<file path="src/rtl/noisy_channel.sv">
// noisy_channel: the channel model between the convolutional encoder and the decoder.
// Accepted symbols can have one bit flipped by the noise input. The flip position
// rotates through the symbol bits on each accepted symbol. Symbols are buffered in
// a 2-entry FIFO that has registered handshake outputs. Saturating counters record
// how many symbols were accepted and how many bits were flipped.
module noisy_channel #(
    parameter int WIDTH = 2,
    parameter int CNT_W = 16
) (
    input  logic             clk_sig,
    input  logic             reset_sig,
    input  logic             noise_sig,
    input  logic             en_sig,
    input  logic             clr_sig,
    input  logic [WIDTH-1:0] enc_sig,
    input  logic             enc_valid,
    output logic             enc_ready,
    output logic [WIDTH-1:0] chan_sig,
    output logic             chan_valid,
    input  logic             chan_ready,
    output logic [CNT_W-1:0] sym_cnt,
    output logic [CNT_W-1:0] flip_cnt
);

    localparam int PTR_W = (WIDTH > 1) ? $clog2(WIDTH) : 1;

    typedef enum logic [1:0] {
        EMPTY = 2'd0,
        ONE   = 2'd1,
        FULL  = 2'd2
    } occ_t;

    occ_t             occ_q, occ_d;
    logic [WIDTH-1:0] head_q, head_d;
    logic [WIDTH-1:0] tail_q, tail_d;
    logic             rdy_q, rdy_d;
    logic             vld_q, vld_d;
    logic [PTR_W-1:0] ptr_q, ptr_d;
    logic [CNT_W-1:0] sym_cnt_q, sym_cnt_d;
    logic [CNT_W-1:0] flip_cnt_q, flip_cnt_d;

    logic             push;
    logic             pop;
    logic [WIDTH-1:0] noise_mask;
    logic [WIDTH-1:0] sym_in;

    // Increment that holds at all-ones instead of wrapping.
    function automatic logic [CNT_W-1:0] sat_inc(input logic [CNT_W-1:0] v);
        if (&v) begin
            return v;
        end
        return v + 1'b1;
    endfunction

    assign push = enc_valid & rdy_q;
    assign pop  = vld_q & chan_ready;

    // Place the noise bit at the current flip position and corrupt the incoming symbol.
    always_comb begin
        noise_mask = '0;
        for (int i = 0; i < WIDTH; i++) begin
            noise_mask[i] = noise_sig && (ptr_q == PTR_W'(i));
        end
        sym_in = en_sig ? (enc_sig ^ noise_mask) : enc_sig;
    end

    // Next FIFO contents and occupancy. The registered ready/valid come from the
    // next occupancy, so chan_ready has no combinational path to enc_ready.
    always_comb begin
        occ_d  = occ_q;
        head_d = head_q;
        tail_d = tail_q;
        unique case (occ_q)
            EMPTY: begin
                if (push) begin
                    head_d = sym_in;
                    occ_d  = ONE;
                end
            end
            ONE: begin
                if (push && pop) begin
                    head_d = sym_in;
                end else if (push) begin
                    tail_d = sym_in;
                    occ_d  = FULL;
                end else if (pop) begin
                    occ_d = EMPTY;
                end
            end
            FULL: begin
                if (pop) begin
                    head_d = tail_q;
                    occ_d  = ONE;
                end
            end
            default: occ_d = EMPTY;
        endcase
        rdy_d = (occ_d != FULL);
        vld_d = (occ_d != EMPTY);
    end

    // Flip-position pointer and statistics counters. Clear takes priority over counting.
    always_comb begin
        ptr_d = ptr_q;
        if (push) begin
            ptr_d = (ptr_q == PTR_W'(WIDTH - 1)) ? '0 : ptr_q + 1'b1;
        end
        sym_cnt_d  = sym_cnt_q;
        flip_cnt_d = flip_cnt_q;
        if (clr_sig) begin
            sym_cnt_d  = '0;
            flip_cnt_d = '0;
        end else if (push) begin
            sym_cnt_d = sat_inc(sym_cnt_q);
            if (en_sig && noise_sig) begin
                flip_cnt_d = sat_inc(flip_cnt_q);
            end
        end
    end

    // State registers. Reset empties the FIFO immediately, without a clock edge.
    always_ff @(posedge clk_sig or negedge reset_sig) begin
        if (!reset_sig) begin
            occ_q      <= EMPTY;
            head_q     <= '0;
            tail_q     <= '0;
            rdy_q      <= 1'b0;
            vld_q      <= 1'b0;
            ptr_q      <= '0;
            sym_cnt_q  <= '0;
            flip_cnt_q <= '0;
        end else begin
            occ_q      <= occ_d;
            head_q     <= head_d;
            tail_q     <= tail_d;
            rdy_q      <= rdy_d;
            vld_q      <= vld_d;
            ptr_q      <= ptr_d;
            sym_cnt_q  <= sym_cnt_d;
            flip_cnt_q <= flip_cnt_d;
        end
    end

    assign enc_ready  = rdy_q;
    assign chan_valid = vld_q;
    assign chan_sig   = head_q;
    assign sym_cnt    = sym_cnt_q;
    assign flip_cnt   = flip_cnt_q;

endmodule

</file>
<file path="config.mk">
export PLATFORM = sky130hd
export DESIGN_NAME = noisy_channel
export DESIGN_NICKNAME = d
export VERILOG_FILES = /design/src/rtl/noisy_channel.sv
export SDC_FILE = /design/constraint.sdc
export NUM_CORES = 1
export LEC_CHECK = 0
export ABC_CLOCK_PERIOD_IN_PS = 2400
export CAP_MARGIN = 40
export CORE_MARGIN = 1.5
export CORE_UTILIZATION = 60
export CTS_CLUSTER_DIAMETER = 40
export CTS_CLUSTER_SIZE = 25
export DETAILED_ROUTE_END_ITERATION = 16
export DONT_BUFFER_PORTS = 1
export PLACE_DENSITY_LB_ADDON = 0.25
export RECOVER_POWER = 100
export SLEW_MARGIN = 20
export SYNTH_ARGS = -nofsm -noshare
export SYNTH_HDL_FRONTEND = slang
export SYNTH_SLANG_ARGS = --single-unit
</file>
<file path="constraint.sdc">
create_clock -name clk_sig -period 2.4 [get_ports clk_sig]
set_input_delay 0.48 -clock clk_sig [delete_from_list [all_inputs] [get_ports clk_sig]]
set_output_delay 0.48 -clock clk_sig [all_outputs]
set_load 0.01 [all_outputs]
</file>
Yosys cells after proc, flatten, opt, wreduce, memory -nomap -nowiden
Index checks and enable logic that the tools add are counted.

storage, ports and cells
  register bits = 41
  bits in latches = 0
  RAM bits = 0
  bits in read-only memories = 0
  memories kept = 0

operators by class
  add/sub/neg operators = 3
  $mul = 0
  div/mod/pow operators = 0
  magnitude comparators = 0
  equal/unequal tests = 8
  shift-type cells = 0
  muxes and demuxes = 26
  bitwise operators = 5
  reductions and logical operators = 15

operators with widths
  cell                     count
  $mux W16                 7
  $add A16 B1 Y16 const B  2
  $reduce_and A16 Y1       2
  $mux W2                  9
  $pmux W2 S3              2
  $mux W1                  8
  $ne A2 B2 Y1 const B     4
  $ne A3 B3 Y1 const B     2
  $reduce_and A3 Y1        2
  $reduce_bool A2 Y1       3
  $logic_and A1 B1 Y1      4
  $reduce_and A4 Y1        1
  $reduce_bool A3 Y1       1
  $and A1 B1 Y1            2
  $eq A2 B1 Y1 const B     1
  $eq A2 B2 Y1 const B     1
  $logic_not A2 Y1         1
  $not A1 Y1               2
  $reduce_and A2 Y1        1
  $xor A2 B2 Y2            1
  $add A1 B1 Y1 const B    1

Depth between registers and ports, before layout
  word-level depth = 9
  gate-level depth with buffers = 6
  gate-level depth less buffers = 5

Least setup slack after synthesis
Ideal clock, no wire load.

  path type = input -> register
  start = input enc_valid
  end = register flip_cnt_q[13], in the netlist flip_cnt[13]
  setup time = 0.125 ns
  arrival time = 1.770 ns
  path slack = 0.505 ns
  cell stages on the path = 4
  buffers on the path = 0
  cells stage by stage = nand4_1 -> or4_4 -> nor4b_1 -> mux2_2

on the way
  word-level cells in the longest chain between the ends = 3

RTL lines
  item                          line  source
  start, declared               16    input logic enc_valid,
  $and A1 B1 Y1                 55    assign push = enc_valid & rdy_q;
  $reduce_bool A2 Y1 (no line)  n/a
  $reduce_and A3 Y1 (no line)   n/a
  end signal, assigned          140   flip_cnt_q <= flip_cnt_d;
  end, declared                 40    logic [CNT_W-1:0] flip_cnt_q, flip_cnt_d;

No other way between the ends.
A chain may end at the register's enable or synchronous reset.

Final worst setup path
  start = register flip_cnt_q[3], in the netlist flip_cnt[3]
  end = register flip_cnt_q[13], in the netlist flip_cnt[13]

on the way
  word-level cells in the longest chain between the ends = 7
  elaborated cells between the ends (all ways) = 12
  classes of those cells = add/sub: 1; eq/ne: 1; mux: 8; reduce/logical: 2

RTL lines
  item
  parallel branches: the longest is 7 deep, another holds $add A16 B1 Y16

Parallel ways; which one is timed is not known. The select of a mux whose other input is x is not followed.

==> impl_metrics.csv <==
group,metric,value,unit
logic_synthesis,ys.flop_type,"sky130_fd_sc_hd__dfrtp_1",
logic_synthesis,syn_nets,248,
clock_network,cts.sinks,41,
final_layout,layout_common_cells,"sky130_fd_sc_hd__dfrtp_1 (41), sky130_fd_sc_hd__nand2_1 (16), sky130_fd_sc_hd__nor2_1 (16)",
timing,relSlewSlack,-0.194,
place,place.detailed.hpwl,3.42,mm
timing,worst_slew_pin_slew,1.79,ns
die,placeable_core_region,0.00366,mm2
timing,slew_viol_final,42,
drt,antenna_violating_nets_post_route,0,
logic_synthesis,syn-instance-count,237,
pwr,share_clk_of_total_power,0.281,
place,place_congestion,0.831,
timing,final_hold_viol_count,0,
die,top_level_ports,45,
critical_path,setup_slack_of_the_worst_register_to_register_path,0.23,ns
drt,drt_pre_antenna_iters,4,
die,die_width,64.7,um
final_layout,antennaDiodeCount,0,
critical_path,setup.worst_path.end_class,"flip-flop",
drt,drt_wl_total,4.87,mm
critical_path,setup.worst_path.start_class,"flip-flop",
clock_network,cts_inserted_buffers,5,
pwr,power.combinational.fraction,0.156,
global_routing,global_route.overflow_total,0,
pwr,power-per-cell-area,643,mW/mm2
clock_network,worst_skew_pair.late_latency,0.29,ns
logic_synthesis,synth_edf_count,0,
logic_synthesis,synth-seq-area-share,0.450,
clock_network,post-cts-setup-buffers,0,
critical_path,crit_fanout,7,
timing,grt_setup_unrepaired,"false",
pwr,irDropWorstVdd,521,uV
timing,clock_skew,0.00951,ns
logic_synthesis,ys.warnings.count,0,
logic_synthesis,syn-cell-area,0.00228,mm2
critical_path,worst-endpoint-required,2.58,ns
timing,achievable-frequency,460,MHz
place,numPlacedInstances,283,
timing,period_share,0.905,
place,port_buffers,0,
timing,finalSetupTns,0,ns
logic_synthesis,post_synth_num_cell_types,43,
die,die_height,64.7,um
run_status,violations,"max-capacitance violations, max-slew violations",
clock_network,cts_root_buffer,"sky130_fd_sc_hd__clkbuf_8",
clock_network,clkTransAtPathRegs,0.08,ns
logic_synthesis,ys_async_sr_fraction,1.00,
clock_network,cts_htree_levels,2,
run_status,result_of_the_run,"finished, violations left",
clock_network,tritoncts,"yes",
min_path,hold_path.class,"in2reg",
pwr,total_switching_power,442,uW
final_layout,layout_cell_share_with_drive_strength_beyond_1,0.102,
timing,period_needed,2.17,ns
die,floorplan.initialDensity,0.623,
final_layout,n_fill_cell,312,
logic_synthesis,avgSynthCellArea,9.63,um2
final_layout,layout_commonest_cell,"sky130_fd_sc_hd__dfrtp_1",
clock_network,cts.path.max_buffers,2,
critical_path,timing.setup.critical_path_class,"reg2reg",
drt,route.detailed.wl_per_inst,16.7,um
logic_synthesis,ys_ff_latch,41,
global_routing,via_count_of_the_first_global_routing_pass,1852,
drt,dr_vias_cell,6.28,
global_routing,grtUsageTotal,0.252,
clock_network,number_of_instances_resized_during_post_cts_repair,0,
drt,via_count,1835,
pwr,power_leakage,0.907,nW
pwr,swShare,0.285,
critical_path,crit_arrival,2.35,ns
timing,report.final.setup_viol,0,
job,max-cap-violations,1,
final_layout,finalNetCount,254,
final_layout,area_delta_synth_final,5.48,%
drt,post-route-drc-count,0,
die,die_area,0.00418,mm2
drt,drt_iter0_markers,91,
global_routing,grt_start_max_net_pins,45,
pwr,cell_internal_pwr,1.11,mW
global_routing,grt_antenna_before_repair,0,
pwr,share_seq_of_total_power,0.563,
final_layout,layoutNonFillerInstCount,292,
global_routing,first_pass_grt_wire_length,8.24,mm
die,num_rows,22,
[area by class of cell]
type                            count  area, um2  area share
Clock buffer                        8       80.1      0.0333
Inverter                            7       26.3      0.0109
Multi-Input combinational cell    179       1160       0.484
Sequential cell                    41       1030       0.426
Tap cell                           48       60.1      0.0249
Timing Repair Buffer                9       50.0      0.0208
[power by group through the flow]
| stage | logic, mW | clock network (mW) | registers [mW] |
|---|---|---|---|
| 2_1_floorplan | 0.202 | 0 | 0.862 |
| 3_3_place_gp | 0.222 | 0 | 0.881 |
| 3_5_place_dp | 0.232 | 0 | 0.883 |
| 4_1_cts | 0.249 | 0.444 | 0.872 |
| 5_1_grt | 0.265 | 0.472 | 0.886 |
| 6_report | 0.241 | 0.435 | 0.871 |
[synthesized netlist by cell type (3+ instances only)]
master	number	area [um2]
sky130_fd_sc_hd__mux2_2	12	135
sky130_fd_sc_hd__nand3_1	12	60.1
sky130_fd_sc_hd__o31ai_1	5	37.5
sky130_fd_sc_hd__or2_2	3	18.8
sky130_fd_sc_hd__nand2_1	16	60.1
sky130_fd_sc_hd__xnor2_1	12	105
sky130_fd_sc_hd__nand4_1	9	56.3
sky130_fd_sc_hd__nand3b_1	4	30.0
sky130_fd_sc_hd__a21o_1	3	22.5
sky130_fd_sc_hd__dfrtp_1	41	1030
sky130_fd_sc_hd__o21ai_0	14	70.1
sky130_fd_sc_hd__nor2b_1	8	50.1
sky130_fd_sc_hd__mux2i_1	3	30.0
sky130_fd_sc_hd__clkbuf_1	7	26.3
sky130_fd_sc_hd__a21oi_1	10	50.1
sky130_fd_sc_hd__nor2_1	16	60.1
sky130_fd_sc_hd__nor3_1	7	35.0
sky130_fd_sc_hd__nor4_1	12	75.1
sky130_fd_sc_hd__inv_1	7	26.3
sky130_fd_sc_hd__or4_1	6	45.0
[worst paths after layout]
kind / start / end / depth (start not counted)
min in group asynchronous: reset_sig / sym_cnt[11]$_DFFE_PN0P_ / 1
max reg2reg: flip_cnt[3]$_DFFE_PN0P_ / flip_cnt[13]$_DFFE_PN0P_ / 4
min: clr_sig / flip_cnt[12]$_DFFE_PN0P_ / 1
min reg2reg: tail_q[0]$_DFFE_PN0P_ / tail_q[0]$_DFFE_PN0P_ / 1
max in group asynchronous: reset_sig / enc_ready$_DFF_PN0_ / 1
max: flip_cnt[3]$_DFFE_PN0P_ / flip_cnt[13]$_DFFE_PN0P_ / 4
[registers in the layout, indices dropped and copies added, names as in the netlist]
signal and flops:
sym_cnt 16, occ_q 2, chan_sig 2, ptr_q 1, chan_valid 1, flip_cnt 16, tail_q 2, enc_ready 1
[critical path, cell delays in order, from the launching register on]
cell                      delay, ns
sky130_fd_sc_hd__dfrtp_1       0.47
sky130_fd_sc_hd__nand4_1       0.29
sky130_fd_sc_hd__or4_1         0.62
sky130_fd_sc_hd__nor4b_1       0.31
sky130_fd_sc_hd__mux2_2        0.38
[routing by layer]
layer  vias up  share of wire  track usage
li1        892              -            -
met1       887           0.46        0.324
met2        52           0.47        0.421
met3         4          0.060       0.0747
met4         0         0.0082       0.0638
met5         -              0            0
[per-stage QoR]
step	hold WS [ns]	power (mW)	util	setup slack, ns	cell area (um2)
floorplan	0.184	1.06	-	0.505	2280
global placement	0.186	1.10	0.644	0.343	2360
detailed placement	0.185	1.11	0.644	0.287	2360
finish	0.258	1.55	0.658	0.227	2410
CTS	0.0308	1.57	0.671	0.274	2460
global route	0.246	1.62	0.658	0.0588	2410
[logic make-up (layout without fill, tap and decap cells)]
| logic type | count (synthesis) | after routing | synth area share |
|---|---|---|---|
| simple gates | 107 | 107 | 0.269 |
| compound gates | 42 | 42 | 0.116 |
| flops | 41 | 41 | 0.450 |
| buf+inv | 17 | 24 | 0.0318 |
| mux | 15 | 15 | 0.0724 |
| xor+xnor | 13 | 13 | 0.0499 |
| fa+ha+maj | 2 | 2 | 0.0110 |
[repair_timing]
item | 4_1_cts | 5_1_grt
endpoints found under the hold margin | 41 | 0
endpoints found under the setup margin | 0 | 0
hold buffers | 1 | 0
Note: power is estimated with default switching activity, not from simulation.
